**config.mk**
```make
export PLATFORM = sky130hd
export DESIGN_NAME = i2c_target_eeprom
export DESIGN_NICKNAME = d
export VERILOG_FILES = /design/src/rtl/i2c_target_pkg.sv /design/src/rtl/i2c_bus_sync.sv /design/src/rtl/i2c_target_eeprom.sv
export SDC_FILE = /design/constraint.sdc
export NUM_CORES = 1
export LEC_CHECK = 0
export CORE_ASPECT_RATIO = 0.6
export CORE_UTILIZATION = 45
export DETAILED_ROUTE_END_ITERATION = 8
export GPL_ROUTABILITY_DRIVEN = 0
export HOLD_SLACK_MARGIN = 0.15
export PLACE_DENSITY_LB_ADDON = 0.08
export SLEW_MARGIN = 20
export SYNTH_ARGS = -nofsm -noshare
export SYNTH_HDL_FRONTEND = slang
export SYNTH_HIERARCHICAL = 1
export SYNTH_SLANG_ARGS = --single-unit
```
**constraint.sdc**
```tcl
create_clock -name i_clk -period 4.1 [get_ports i_clk]
set_clock_uncertainty 0.2 [all_clocks]
set_input_delay 0.82 -clock i_clk [delete_from_list [all_inputs] [get_ports i_clk]]
set_output_delay 0.82 -clock i_clk [all_outputs]
set_load 0.1 [all_outputs]
```
**src/rtl/i2c_target_pkg.sv**
```systemverilog
// Shared definitions for the I2C EEPROM-style target: FSM states and default address.
package i2c_target_pkg;

    localparam logic [6:0] DEFAULT_DEV_ADDR = 7'h50;

    typedef enum logic [3:0] {
        IDLE,
        DEVADDR,
        ACK_DEV,
        ADDR_H,
        ACK_H,
        ADDR_L,
        ACK_L,
        WR_DATA,
        ACK_WR,
        RD_DATA,
        RD_ACK,
        WAIT_STOP
    } state_t;

endpackage

```
**src/rtl/i2c_bus_sync.sv**
```systemverilog
// SCL/SDA input synchronizers plus SCL edge and START/STOP condition pulses.
module i2c_bus_sync #(
    parameter int unsigned SYNC_STAGES = 2
) (
    input  logic i_clk,
    input  logic i_rst_n,
    input  logic i_scl,
    input  logic i_sda,
    output logic o_sda,
    output logic o_scl_rise,
    output logic o_scl_fall,
    output logic o_start,
    output logic o_stop
);

    logic [SYNC_STAGES-1:0] r_scl_sync;
    logic [SYNC_STAGES-1:0] r_sda_sync;
    logic                   r_scl_d;
    logic                   r_sda_d;
    logic                   w_scl;
    logic                   w_sda;

    assign w_scl = r_scl_sync[SYNC_STAGES-1];
    assign w_sda = r_sda_sync[SYNC_STAGES-1];

    // Synchronizer chains (idle bus level is high) and one-cycle-delayed copies for edge detection
    always_ff @(posedge i_clk or negedge i_rst_n) begin
        if (!i_rst_n) begin
            r_scl_sync <= '1;
            r_sda_sync <= '1;
            r_scl_d    <= 1'b1;
            r_sda_d    <= 1'b1;
        end else begin
            r_scl_sync[0] <= i_scl;
            r_sda_sync[0] <= i_sda;
            for (int unsigned k = 1; k < SYNC_STAGES; k++) begin
                r_scl_sync[k] <= r_scl_sync[k-1];
                r_sda_sync[k] <= r_sda_sync[k-1];
            end
            r_scl_d <= w_scl;
            r_sda_d <= w_sda;
        end
    end

    assign o_sda      = w_sda;
    assign o_scl_rise = w_scl & ~r_scl_d;
    assign o_scl_fall = ~w_scl & r_scl_d;
    assign o_start    = r_scl_d & w_scl & r_sda_d & ~w_sda;
    assign o_stop     = r_scl_d & w_scl & ~r_sda_d & w_sda;

endmodule

```
**src/rtl/i2c_target_eeprom.sv**
```systemverilog
// I2C target with 16-bit address pointer, byte write strobes and sequential reads.
module i2c_target_eeprom
    import i2c_target_pkg::*;
#(
    parameter logic [6:0]  DEV_ADDR    = DEFAULT_DEV_ADDR,
    parameter int unsigned SYNC_STAGES = 2
) (
    input  logic        i_clk,
    input  logic        i_rst_n,
    input  logic        i_scl,
    input  logic        i_sda,
    output logic        o_sda_oe,
    output logic [15:0] o_mem_addr,
    output logic        o_mem_we,
    output logic [7:0]  o_mem_wdata,
    output logic        o_mem_re,
    input  logic [7:0]  i_mem_rdata,
    output logic        o_busy,
    output logic        o_start_det,
    output logic        o_stop_det
);

    logic w_sda, w_rise, w_fall, w_start, w_stop;
    logic [2:0] w_rd_idx;

    state_t      r_state, n_state;
    logic [3:0]  r_bit_cnt, n_bit_cnt;
    logic [7:0]  r_shift, n_shift;
    logic [7:0]  r_addr_h, n_addr_h;
    logic        r_rw, n_rw;
    logic        r_match, n_match;
    logic        r_sda_oe, n_sda_oe;
    logic [15:0] r_mem_addr, n_mem_addr;
    logic        r_mem_we, n_mem_we;
    logic [7:0]  r_mem_wdata, n_mem_wdata;
    logic        r_mem_re, n_mem_re;
    logic        r_rd_req, n_rd_req;
    logic        r_rd_load, n_rd_load;
    logic        r_inc, n_inc;
    logic        r_start_det, r_stop_det;

    i2c_bus_sync #(.SYNC_STAGES(SYNC_STAGES)) u_sync (
        .i_clk      (i_clk),
        .i_rst_n    (i_rst_n),
        .i_scl      (i_scl),
        .i_sda      (i_sda),
        .o_sda      (w_sda),
        .o_scl_rise (w_rise),
        .o_scl_fall (w_fall),
        .o_start    (w_start),
        .o_stop     (w_stop)
    );

    // Read bit index: after k bits have been clocked out, bit 7-k is next
    assign w_rd_idx = 3'd7 - r_bit_cnt[2:0];

    // State and datapath registers
    always_ff @(posedge i_clk or negedge i_rst_n) begin
        if (!i_rst_n) begin
            r_state     <= IDLE;
            r_bit_cnt   <= '0;
            r_shift     <= '0;
            r_addr_h    <= '0;
            r_rw        <= 1'b0;
            r_match     <= 1'b0;
            r_sda_oe    <= 1'b0;
            r_mem_addr  <= '0;
            r_mem_we    <= 1'b0;
            r_mem_wdata <= '0;
            r_mem_re    <= 1'b0;
            r_rd_req    <= 1'b0;
            r_rd_load   <= 1'b0;
            r_inc       <= 1'b0;
            r_start_det <= 1'b0;
            r_stop_det  <= 1'b0;
        end else begin
            r_state     <= n_state;
            r_bit_cnt   <= n_bit_cnt;
            r_shift     <= n_shift;
            r_addr_h    <= n_addr_h;
            r_rw        <= n_rw;
            r_match     <= n_match;
            r_sda_oe    <= n_sda_oe;
            r_mem_addr  <= n_mem_addr;
            r_mem_we    <= n_mem_we;
            r_mem_wdata <= n_mem_wdata;
            r_mem_re    <= n_mem_re;
            r_rd_req    <= n_rd_req;
            r_rd_load   <= n_rd_load;
            r_inc       <= n_inc;
            r_start_det <= w_start;
            r_stop_det  <= w_stop;
        end
    end

    // Next-state and datapath updates; START/STOP override bit processing in every state
    always_comb begin
        n_state     = r_state;
        n_bit_cnt   = r_bit_cnt;
        n_shift     = r_shift;
        n_addr_h    = r_addr_h;
        n_rw        = r_rw;
        n_match     = r_match;
        n_sda_oe    = r_sda_oe;
        n_mem_addr  = r_mem_addr;
        n_mem_we    = 1'b0;
        n_mem_wdata = r_mem_wdata;
        n_mem_re    = r_rd_req;
        n_rd_req    = 1'b0;
        n_rd_load   = r_mem_re;
        n_inc       = 1'b0;

        // Post-strobe pipeline: pointer increment after a write, read data capture after a read
        if (r_inc)
            n_mem_addr = r_mem_addr + 16'd1;
        if (r_rd_load)
            n_shift = i_mem_rdata;

        if (w_start) begin
            n_state   = DEVADDR;
            n_bit_cnt = '0;
            n_sda_oe  = 1'b0;
        end else if (w_stop) begin
            n_state  = IDLE;
            n_sda_oe = 1'b0;
        end else begin
            unique case (r_state)
                IDLE, WAIT_STOP: ;
                DEVADDR: begin
                    if (w_rise) begin
                        n_shift   = {r_shift[6:0], w_sda};
                        n_bit_cnt = r_bit_cnt + 4'd1;
                        // Match/direction are latched here so the shift register is free for read data
                        if (r_bit_cnt == 4'd7) begin
                            n_match  = (r_shift[6:0] == DEV_ADDR);
                            n_rw     = w_sda;
                            n_mem_re = (r_shift[6:0] == DEV_ADDR) && w_sda;
                        end
                    end else if (w_fall && r_bit_cnt == 4'd8) begin
                        n_state  = r_match ? ACK_DEV : WAIT_STOP;
                        n_sda_oe = r_match;
                    end
                end
                ACK_DEV: begin
                    if (w_fall) begin
                        n_bit_cnt = '0;
                        n_state   = r_rw ? RD_DATA : ADDR_H;
                        n_sda_oe  = r_rw ? ~r_shift[7] : 1'b0;
                    end
                end
                ADDR_H, ADDR_L, WR_DATA: begin
                    if (w_rise) begin
                        n_shift   = {r_shift[6:0], w_sda};
                        n_bit_cnt = r_bit_cnt + 4'd1;
                    end else if (w_fall && r_bit_cnt == 4'd8) begin
                        n_sda_oe = 1'b1;
                        n_state  = (r_state == ADDR_H) ? ACK_H :
                                   (r_state == ADDR_L) ? ACK_L : ACK_WR;
                    end
                end
                ACK_H: begin
                    if (w_fall) begin
                        n_addr_h  = r_shift;
                        n_state   = ADDR_L;
                        n_bit_cnt = '0;
                        n_sda_oe  = 1'b0;
                    end
                end
                ACK_L: begin
                    if (w_fall) begin
                        n_mem_addr = {r_addr_h, r_shift};
                        n_state    = WR_DATA;
                        n_bit_cnt  = '0;
                        n_sda_oe   = 1'b0;
                    end
                end
                ACK_WR: begin
                    if (w_fall) begin
                        n_mem_we    = 1'b1;
                        n_mem_wdata = r_shift;
                        n_inc       = 1'b1;
                        n_state     = WR_DATA;
                        n_bit_cnt   = '0;
                        n_sda_oe    = 1'b0;
                    end
                end
                RD_DATA: begin
                    if (w_rise) begin
                        n_bit_cnt = r_bit_cnt + 4'd1;
                    end else if (w_fall) begin
                        if (r_bit_cnt == 4'd8) begin
                            n_state  = RD_ACK;
                            n_sda_oe = 1'b0;
                        end else begin
                            n_sda_oe = ~r_shift[w_rd_idx];
                        end
                    end
                end
                RD_ACK: begin
                    // A fall here can only follow an ACK rise, since NACK leaves the state at the rise
                    if (w_rise) begin
                        if (w_sda) begin
                            n_state = WAIT_STOP;
                        end else begin
                            n_mem_addr = r_mem_addr + 16'd1;
                            n_rd_req   = 1'b1;
                        end
                    end else if (w_fall) begin
                        n_state   = RD_DATA;
                        n_bit_cnt = '0;
                        n_sda_oe  = ~r_shift[7];
                    end
                end
                default: n_state = IDLE;
            endcase
        end
    end

    assign o_sda_oe    = r_sda_oe;
    assign o_mem_addr  = r_mem_addr;
    assign o_mem_we    = r_mem_we;
    assign o_mem_wdata = r_mem_wdata;
    assign o_mem_re    = r_mem_re;
    assign o_busy      = (r_state != IDLE);
    assign o_start_det = r_start_det;
    assign o_stop_det  = r_stop_det;

endmodule

```
==> results.md, run 1 <==
- Hold path startpoint: u_sync/r_sda_sync[0]
- Worst path max stage delay: between 1000 and 1500 ps
- Crit Path Max Fanout: 11
- Yosys cell types: 62
- Buffers and inverters on the worst path: 1
- Filler Cell Count: around 720
- Minimum clock period: about 3200 ps
- Pin count of the biggest net entering global routing: 43
- Synth warnings: 6
- Port bufs: slightly above 40
- Largest area contributor in the netlist: dfrtp_1
- Reg2Reg Depth: 6
- WHS: around 160 ps
- Fin. max-slew vios: 0
- Synth top area share: between 30% and 40%
- VDD IR-drop max: between 0.4 and 0.5 mV
- Num CTS Buffers: 9
- TritonCTS clock tree: done
- Synth Area per Inst: ~9.6 µm²
- Post-Syn Area: 3850 µm²
- GRT Total Usage: 26.4%
- Mapped Cells: roughly 400
- Drt wl/cell: 19.5 µm
- Post-CTS Setup Bufs: 0
- Period Utilization, post-route: between 70% and 80%
- Worst EP required: just over 3000 ps
- CP Depth: 1
- Synth top area cells: dfrtp_1, mux2_2, mux2i_1
- Ys flop type: dfrtp_1
- Fmax: around 320 MHz
- DRT antenna net count: 0
- Clock root cell: clkbuf_16
- Crit path arrival time: ~2100 ps
- DR pass1 iterations: 6
- Layout Cells excl Fill: 546
- Max cap viols: 0
- Ys async rst share: 100%
- CP max stage cell: clkdlybuf4s50_1
- Share of layout cells above drive strength 1: 13.2%
- HP Class: reg -> reg
- Final Instance Area: between 4000 and 5000 µm²
- Cts repair resizes: 0
- Number of global-route vias before repair: approximately 3200
- Final Hold Fails: 0
- CP Cell Sequence: clkdlybuf4s50_1
- DP Area: 4310 µm²
- Cell Rows: 25
- First-pass GRT wire length: between 15 and 20 mm
- Die H: between 70 and 80 µm
- Via count: ~3300
- Effective utilization at floorplan: 47.7%
- DRT Wirelength: around 11 mm
- Diode count: 0
- Clk pin slew, worst setup/hold paths: approximately 60 ps
- Core footprint: between 8000 and 9000 µm²
- Antenna violations before repair: 0
- Die Width: between 100 and 150 µm
- Max-slew headroom: between 30% and 40%
- Worst hold path depth: 0
- Seq cells post-synth: between 60 and 70
- Syn-to-layout area delta: 19.6%
- Post-CTS Hold Buffers: 0
- Setup Crit Path Kind: reg -> out
- IO Count: between 40 and 50
- Setup TNS: 0 ps
- Post-DP HPWL: about 7.3 mm
- Nets: about 450
- CP Capture Type: output pin
- Delay-heaviest family, CP: buffers and inverters
- H-Tree Depth: 3
- Cells after DPL: 530
- Power Total: approximately 3.7 mW
- Final setup vio count: 0
- Post-synth EDFFs: 0
- Worst setup SP type: flip-flop
- Drt first-iter violations: 331
- Die ar.: between 8000 and 9000 µm²
- Slew of the pin with the lowest slew margin: approximately 1000 ps
- Status: completed
- Vias per cell: ~6.1
- Clock buffer depth: 2
- Worst skew pair latency: between 300 and 400 ps
- RSZ-0062 raised after global routing: false
- Residual DRC count: 0
- CP startpoint: o_mem_addr[2]
- CTS sink count: between 60 and 70
- Post-synthesis sequential area ratio: about two fifths
- Syn_nets: 416
- P_leak: 1.84 nW
- R2R Setup Slk: about 1300 ps
- Total gr overflow: 0
- Cell Pwr Density: 798 nW/µm²
- RR Startpoint: u_sync/r_scl_d
## cell families after synthesis
kind of cell / after synthesis / share of synthesized area (%)
AND/OR/NAND/NOR: 140 / 20.1
buffers and inverters: 39 / 4.52
adder cells (fa/ha/maj): 4 / 1.24
XOR/XNOR: 25 / 5.69
flip-flops: 63 / 41.2
AO/OA/AOI/OAI: 91 / 15.8
multiplexers: 39 / 11.4
## cell usage after synthesis, types with 11 or more instances
master and instances:
dfrtp_1 57, nand2_1 34, o21ai_0 25, mux2_2 20, nor2_1 19, a21oi_1 18
mux2i_1 17, buf_2 13, nand3_1 13, xnor2_1 13, xor2_1 12, inv_1 11
## final timing paths
check                                  endpoint
max                               o_mem_addr[2]
min                        u_sync/r_sda_sync[1]
max reg2reg                            o_sda_oe
min reg2reg                u_sync/r_sda_sync[1]
max in group asynchronous        u_sync/r_sda_d
min in group asynchronous           o_start_det
## flip-flops by register name, summed over array words and instances, names as in the netlist, 2 cells and up
signal	cells
r_addr_h	8
r_state	4
r_shift	8
u_sync/r_scl_sync	2
o_mem_wdata	8
u_sync/r_sda_sync	2
r_bit_cnt	4
o_mem_addr	16
## placed cells by master (no fill, tap or decap), drive strengths merged, types with 3 or more instances in the layout
cell type and count:
nor4 9, o31ai 3, clkdlybuf4s50 38, nand2 34, o21ai 25, o22ai 6, nand4 10, xor2 12
nor3 10, mux2i 17, ha 3, o2111ai 3, or2 4, dfstp 6, nand3 13, nor2 19
mux2 20, xnor2 13, a21oi 18, buf 10, and4b 4, a21boi 3, nor2b 10, clkinv 3
inv 11, and3 4, o21bai 4, clkbuf 12, o211ai 8, nand2b 6, dfrtp 57
## report_power, final
group	internal (mW)	leakage (nW)	switching, mW	total, mW
clock network	0.485	0.143	0.280	0.765
registers	0.819	0.803	0.383	1.20
logic	0.579	0.894	1.13	1.71
## per-layer routing
layer  vias to the layer above  GRT usage, %  wire (µm)
li1                       1542             -          -
met1                      1594          40.9       5270
met2                       186          33.9       4130
met3                        14          9.08       1140
met4                         0          6.58         90
met5                         -             0          0
## final cells by class
type,instances,area (µm²),area share [%]
Timing Repair Buffer,48,455,9.89
Clock inverter,4,47.5,1.03
Sequential cell,63,1580,34.4
Inverter,12,45.0,0.978
Clock buffer,12,246,5.35
Multi-Input combinational cell,299,2090,45.4
Tap cell,108,135,2.93
## metrics by stage
| stage | setup slack [ps] | util [%] |
|---|---|---|
| floorplan | 1400 | - |
| global placement | 1360 | 53.4 |
| detailed placement | 1330 | 53.4 |
| CTS | 967 | 57.0 |
| global route | 897 | 57.1 |
| finish | 948 | 57.1 |
Note: power is estimated with default switching activity, not from simulation.
==> run 2: changes to the inputs <==
==> constraint.sdc (replaced) <==
create_clock -name i_clk -period 3.1 [get_ports i_clk]
set_clock_uncertainty 0.2 [all_clocks]
set_input_delay 0.62 -clock i_clk [delete_from_list [all_inputs] [get_ports i_clk]]
set_output_delay 0.62 -clock i_clk [all_outputs]
set_load 0.1 [all_outputs]
==> run 2 against run 1 <==
Net effect:
- combinational power is 33% higher
- worst hold slack worse by 25 ps
- largest power group unchanged
- critical endpoint is now o_busy
- count of clock-buffer cells in the layout is 2 lower
- sequential share of layout area hardly changed
- flip-flop and latch count stayed put
==> results.md, run 2 (synthesis gave the netlist of run 1 again) <==
- Die ar.: 8940 µm² (unchanged)
- Final Instance Area: 4600 µm² (about the same)
- Cells after DPL: 535 (was 530)
- Register area: 1580 µm² (unchanged)
- Final setup vio count: 0 (unchanged)
- CP max stage cell: dfrtp_1 (was clkdlybuf4s50_1)
- Syn-to-layout area delta: 19.5% (was 19.6%)
- First-pass GRT wire length: 17.0 mm (was 17.2 mm)
- Num CTS Buffers: 9 (unchanged)
- Clock buffer depth: 2 (unchanged)
- Port bufs: 41 (unchanged)
- Layout Cells excl Fill: 551 (was 546)
- TritonCTS clock tree: done (unchanged)
- Power Total: 4.96 mW (was 3.67 mW)
- Worst skew pair latency: 340 ps (about the same)
- VDD IR-drop max: 0.630 mV (was 0.415 mV)
- Fmax: about 380 MHz
- Delay-heaviest family, CP: flip-flops (was buffers and inverters)
- Most frequent cells in the layout: dfrtp_1, buf_4, nand2_1 (was dfrtp_1, clkdlybuf4s50_1, nand2_1)
- Post-DP HPWL: 7.54 mm (was 7.35 mm)
- Residual DRC count: 0 (unchanged)
- HP Class: in -> async (was reg -> reg)
- Number of global-route vias before repair: 3032 (was 3157)
- Period Utilization, post-route: between 80 and 90%
- Clock root cell: clkbuf_16 (unchanged)
- Most common cell after layout, fill and taps aside: dfrtp_1 (unchanged)
- Setup TNS: 0 ps (unchanged)
- Clk pin slew, worst setup/hold paths: 50 ps (was 60 ps)
- Diode count: 0 (unchanged)
- Slew of the pin with the lowest slew margin: 814 ps (was 988 ps)
- Buffers and inverters on the worst path: 2 (was 1)
- Worst EP required: 2280 ps (was 3080 ps)
- IO Count: 42 (unchanged)
- DR pass1 iterations: 5 (was 6)
- DRT Wirelength: 10.6 mm (about the same)
- Cell Pwr Density: 1080 nW/µm² (was 798 nW/µm²)
- Largest register FFs: 16 (unchanged)
- Pin count of the biggest net entering global routing: 32 (was 43)
- Final Hold Fails: 0 (unchanged)
- Final setup margin: 469 ps (was 948 ps)
- CTS sink count: 63 (unchanged)
- DRT antenna net count: 0 (unchanged)
- Max-slew headroom: 45.1% (was 34.0%)
- Die Width: 121 µm (unchanged)
- Share of layout cells above drive strength 1: 20.8% (was 13.2%)
- Max cap viols: 0 (unchanged)
- CP Capture Type: output pin (unchanged)
- Post-CTS Setup Bufs: 0 (unchanged)
- Drt first-iter violations: 279 (was 331)
- Total gr overflow: 0 (unchanged)
- Cts repair resizes: 0 (unchanged)
- P_leak: 1.92 nW (was 1.84 nW)
- Effective utilization at floorplan: 47.7% (unchanged)
- Worst path max stage delay: 620 ps (was 1210 ps)
- Post-CTS Hold Buffers: 0 (unchanged)
- RSZ-0062 raised after global routing: false (unchanged)
- Filler Cell Count: 737 (was 718)
- Fin. max-slew vios: 0 (unchanged)
- Die H: 73.6 µm (unchanged)
- Multi-input logic area: 2090 µm² (unchanged)
- Crit Path Max Fanout: 23 (was 11)
- Drt wl/cell: 19.2 µm (was 19.5 µm)
- Antenna violations before repair: 0 (unchanged)
- Via count: 3310 (was 3336)
- DP Area: 4280 µm² (was 4310 µm²)
- Status: completed (unchanged)
- H-Tree Depth: 3 (unchanged)
- CP Cell Sequence: nor4_1 > inv_1 > buf_4 (was clkdlybuf4s50_1)
- Crit path arrival time: 1810 ps (was 2130 ps)
- Dpl ws: 536 ps (was 1330 ps)
- Minimum clock period: around 2600 ps
- GRT Total Usage: 25.9% (was 26.4%)
- Cell Rows: 25 (unchanged)
- Nets: 453 (was 448)
- Core footprint: 8070 µm² (unchanged)
- Worst setup SP type: flip-flop (unchanged)
- Vias per cell: 6.01 (was 6.11)
- Setup Crit Path Kind: reg -> out (unchanged)
-- run 2: cell types whose count changed in the layout (fill, tap and decap cells not counted), sizes merged --
cell	change
bufinv	+1
clkbuf	-2
buf	+33
inv	+1
clkdlybuf4s50	-28
-- run 2: final cells by class --
| type | instances | area share [%] |
|---|---|---|
| Sequential cell | 63 | 34.4 |
| Tap cell | 108 | 2.94 |
| Multi-Input combinational cell | 299 | 45.5 |
| Inverter | 12 | 0.980 |
| Clock inverter | 6 | 2.04 |
| Clock buffer | 10 | 4.98 |
| Timing Repair Buffer | 53 | 9.14 |
-- run 2: through the flow --
step           hold slack (ps)  utilization [%]
2_1_floorplan              124                -
3_3_place_gp               145             53.0
3_5_place_dp               148             53.0
4_1_cts                    152             57.0
5_1_grt                    155             57.0
6_report                   133             57.0
-- run 2: path summary, 6_finish.rpt --
check                                      from              endpoint  slack [ps]  depth (start not counted)
setup / recovery                     r_state[2]                o_busy         470                          3
setup reg to reg           u_sync/r_sda_sync[1]        o_mem_addr[12]         480                          5
min in group i_clk         u_sync/r_scl_sync[0]  u_sync/r_scl_sync[1]         160                          0
hold / removal                          i_rst_n            r_state[0]         130                          1
max in group asynchronous               i_rst_n         o_mem_addr[9]        1830                          2
hold reg to reg            u_sync/r_scl_sync[0]  u_sync/r_scl_sync[1]         160                          0
-- run 2: power breakdown --
part	switching, mW	internal (mW)
registers	0.492	1.08
clock network	0.395	0.709
logic	1.54	0.741
total	2.43	2.53
-- run 2: routing by layer --
metal | track usage [%] | vias to the layer above | part of all wire (%)
met4 | 7.54 | 0 | 0.88
met1 | 40.1 | 1603 | 53
met5 | 0 | - | 0
met3 | 8.00 | 10 | 7.9
li1 | - | 1547 | -
met2 | 33.7 | 150 | 39
==> run 3: changes to the inputs <==
==> constraint.sdc (replaced) <==
create_clock -name i_clk -period 2.7 [get_ports i_clk]
set_clock_uncertainty 0.2 [all_clocks]
set_input_delay 0.54 -clock i_clk [delete_from_list [all_inputs] [get_ports i_clk]]
set_output_delay 0.54 -clock i_clk [all_outputs]
set_load 0.1 [all_outputs]
==> run 3 against run 2 <==
Net effect:
- worst hold slack improved by 22 ps
- wire length is 0.25% higher
- clock power rose by 16%
- design area is 3.3% higher
- critical path type is now reg -> reg
- largest power group unchanged
==> results.md, run 3 (synthesis gave the netlist of run 1 again) <==
- Status: completed (unchanged)
- Final setup vio count: 0 (unchanged)
- First-pass GRT wire length: 17.0 mm (about the same)
- DR pass1 iterations: 5 (unchanged)
- Worst setup SP type: flip-flop (unchanged)
- Clock root cell: clkbuf_16 (unchanged)
- P_leak: 2.00 nW (was 1.92 nW)
- Drt wl/cell: 18.8 µm (was 19.2 µm)
- Cts repair resizes: 0 (unchanged)
- RR Startpoint: u_sync/r_scl_d (was u_sync/r_sda_sync[1])
- R2R Setup Slk: 190 ps (was 480 ps)
- Multi-input logic area: 2090 µm² (unchanged)
- CTS sink count: 63 (unchanged)
- Worst Hold End: u_sync/r_scl_sync[1]
- Number of global-route vias before repair: 3086 (was 3032)
- Hold path startpoint: u_sync/r_scl_sync[0]
- Largest register FFs: 16 (unchanged)
- Port bufs: 41 (unchanged)
- Buffers and inverters on the worst path: 1 (was 2)
- Final Hold Fails: 0 (unchanged)
- Post-DP HPWL: 7.61 mm (was 7.54 mm)
- Pin count of the biggest net entering global routing: 64 (was 32)
- Filler Cell Count: 705 (was 737)
- Register area: 1580 µm² (unchanged)
- Via count: 3395 (was 3310)
- CP Capture Type: flip-flop (was output pin)
- GRT Total Usage: 25.8% (was 25.9%)
- Post-CTS Setup Bufs: 0 (unchanged)
- Effective utilization at floorplan: 47.7% (unchanged)
- DRT antenna net count: 0 (unchanged)
- Crit Path Max Fanout: 11 (was 23)
- Cell Pwr Density: 1210 nW/µm² (was 1080 nW/µm²)
- Syn-to-layout area delta: 23.5% (was 19.5%)
- Clk pin slew, worst setup/hold paths: 50 ps (about the same)
- Share of layout cells above drive strength 1: 23.2% (was 20.8%)
- DRT Wirelength: 10.6 mm (about the same)
- Most common cell on crit path: nor2b_1
- WHS: 155 ps (was 133 ps)
- Die Width: 121 µm (unchanged)
- RSZ-0062 raised after global routing: false (unchanged)
- Setup Crit Path Kind: reg -> reg (was reg -> out)
- Minimum clock period: 2510 ps
- Residual DRC count: 0 (unchanged)
- CP Cell Sequence: nor2b_1 > buf_4 > nor2b_1 > nand3b_1 > mux2_2 (was nor4_1 > inv_1 > buf_4)
- Cell Rows: 25 (unchanged)
- Slew of the pin with the lowest slew margin: 748 ps (was 814 ps)
- Delay-heaviest family, CP: simple AND/OR/NAND/NOR gates (was flip-flops)
- Nets: 467 (was 453)
- Setup TNS: 0 ps (unchanged)
- TritonCTS clock tree: done (unchanged)
- Drt first-iter violations: 349 (was 279)
- Dpl ws: 260 ps (was 536 ps)
- Total gr overflow: 0 (unchanged)
- Max-slew headroom: 49.6% (was 45.1%)
- Diode count: 0 (unchanged)
- Worst hold path depth: 0
- Final setup margin: 187 ps (was 469 ps)
- Fmax: roughly 400 MHz
- Die ar.: 8940 µm² (unchanged)
- VDD IR-drop max: 0.704 mV (was 0.630 mV)
- H-Tree Depth: 3 (unchanged)
- Die H: 73.6 µm (unchanged)
- Clock buffer depth: 2 (unchanged)
- Vias per cell: 6.01 (about the same)
- Reg2reg end: r_addr_h[1] (was o_mem_addr[12])
- Worst EP required: 2720 ps (was 2280 ps)
- CP max stage cell: dfstp_2 (was dfrtp_1)
- Core footprint: 8070 µm² (unchanged)
- Antenna violations before repair: 0 (unchanged)
- Max cap viols: 0 (unchanged)
- IO Count: 42 (unchanged)
- Crit path arrival time: 2530 ps (was 1810 ps)
- Worst path max stage delay: 540 ps (was 620 ps)
- CP Depth: 5 (was 3)
- Num CTS Buffers: 9 (unchanged)
- Period Utilization, post-route: between 90% and 100%
- Reg2Reg Depth: 5 (unchanged)
- Most frequent cells in the layout: dfrtp_1, buf_4, nand2_1 (unchanged)
- Most common cell after layout, fill and taps aside: dfrtp_1 (unchanged)
- Worst skew pair latency: 340 ps (about the same)
- HP Class: reg -> reg (was in -> async)
- Fin. max-slew vios: 0 (unchanged)
-- run 3: final cells by class --
type | instances | share of cell area, %
clock buffer | 10 | 5.03
clock inverter | 6 | 1.95
inverter | 12 | 0.948
multi-input combinational | 299 | 44.0
sequential | 63 | 33.3
tap | 108 | 2.84
timing repair buffer | 67 | 11.9
-- run 3: stage by stage --
stage	area [µm²]	cells	power, mW	util (%)
after CTS	4750	565	5.77	58.9
after global routing	4750	565	6.05	58.9
after detailed placement	4410	548	4.46	54.7
final	4750	565	5.76	58.9
after floorplan	3850	401	3.71	-
after global placement	4410	548	4.43	54.7
-- run 3: how the worst max path moves through the flow --
stage | to | slack [ps] | startpoint
5_1_grt | r_addr_h[5] | 90 | u_sync/r_scl_d
4_1_cts | r_addr_h[1] | 250 | u_sync/r_scl_d
3_3_place_gp | r_addr_h[3] | 310 | u_sync/r_scl_d
3_5_place_dp | r_addr_h[1] | 260 | u_sync/r_scl_d
6_report | r_addr_h[1] | 190 | u_sync/r_scl_d
2_1_floorplan | o_mem_addr[15] | 2 | o_mem_addr[3]
-- run 3: report_power, final --
part	switching, mW	leakage, nW	total, mW	internal [mW]
Combinational	1.84	1.04	2.75	0.910
Sequential	0.493	0.803	1.74	1.25
Clock	0.441	0.155	1.28	0.837
Total	2.77	2.00	5.76	2.99
-- run 3: timing repair --
action,4_1_cts,5_1_grt
endpoints found under the setup margin,0,0
hold buffers,1,0
endpoints found under the hold margin,57,0
-- run 3: layer usage --
metal	vias up	track usage [%]	part of all wire, %
li1	1578	-	-
met4	0	7.54	1.1
met1	1641	41.3	51
met5	-	0	0
met2	165	33.1	38
met3	11	6.29	9.7
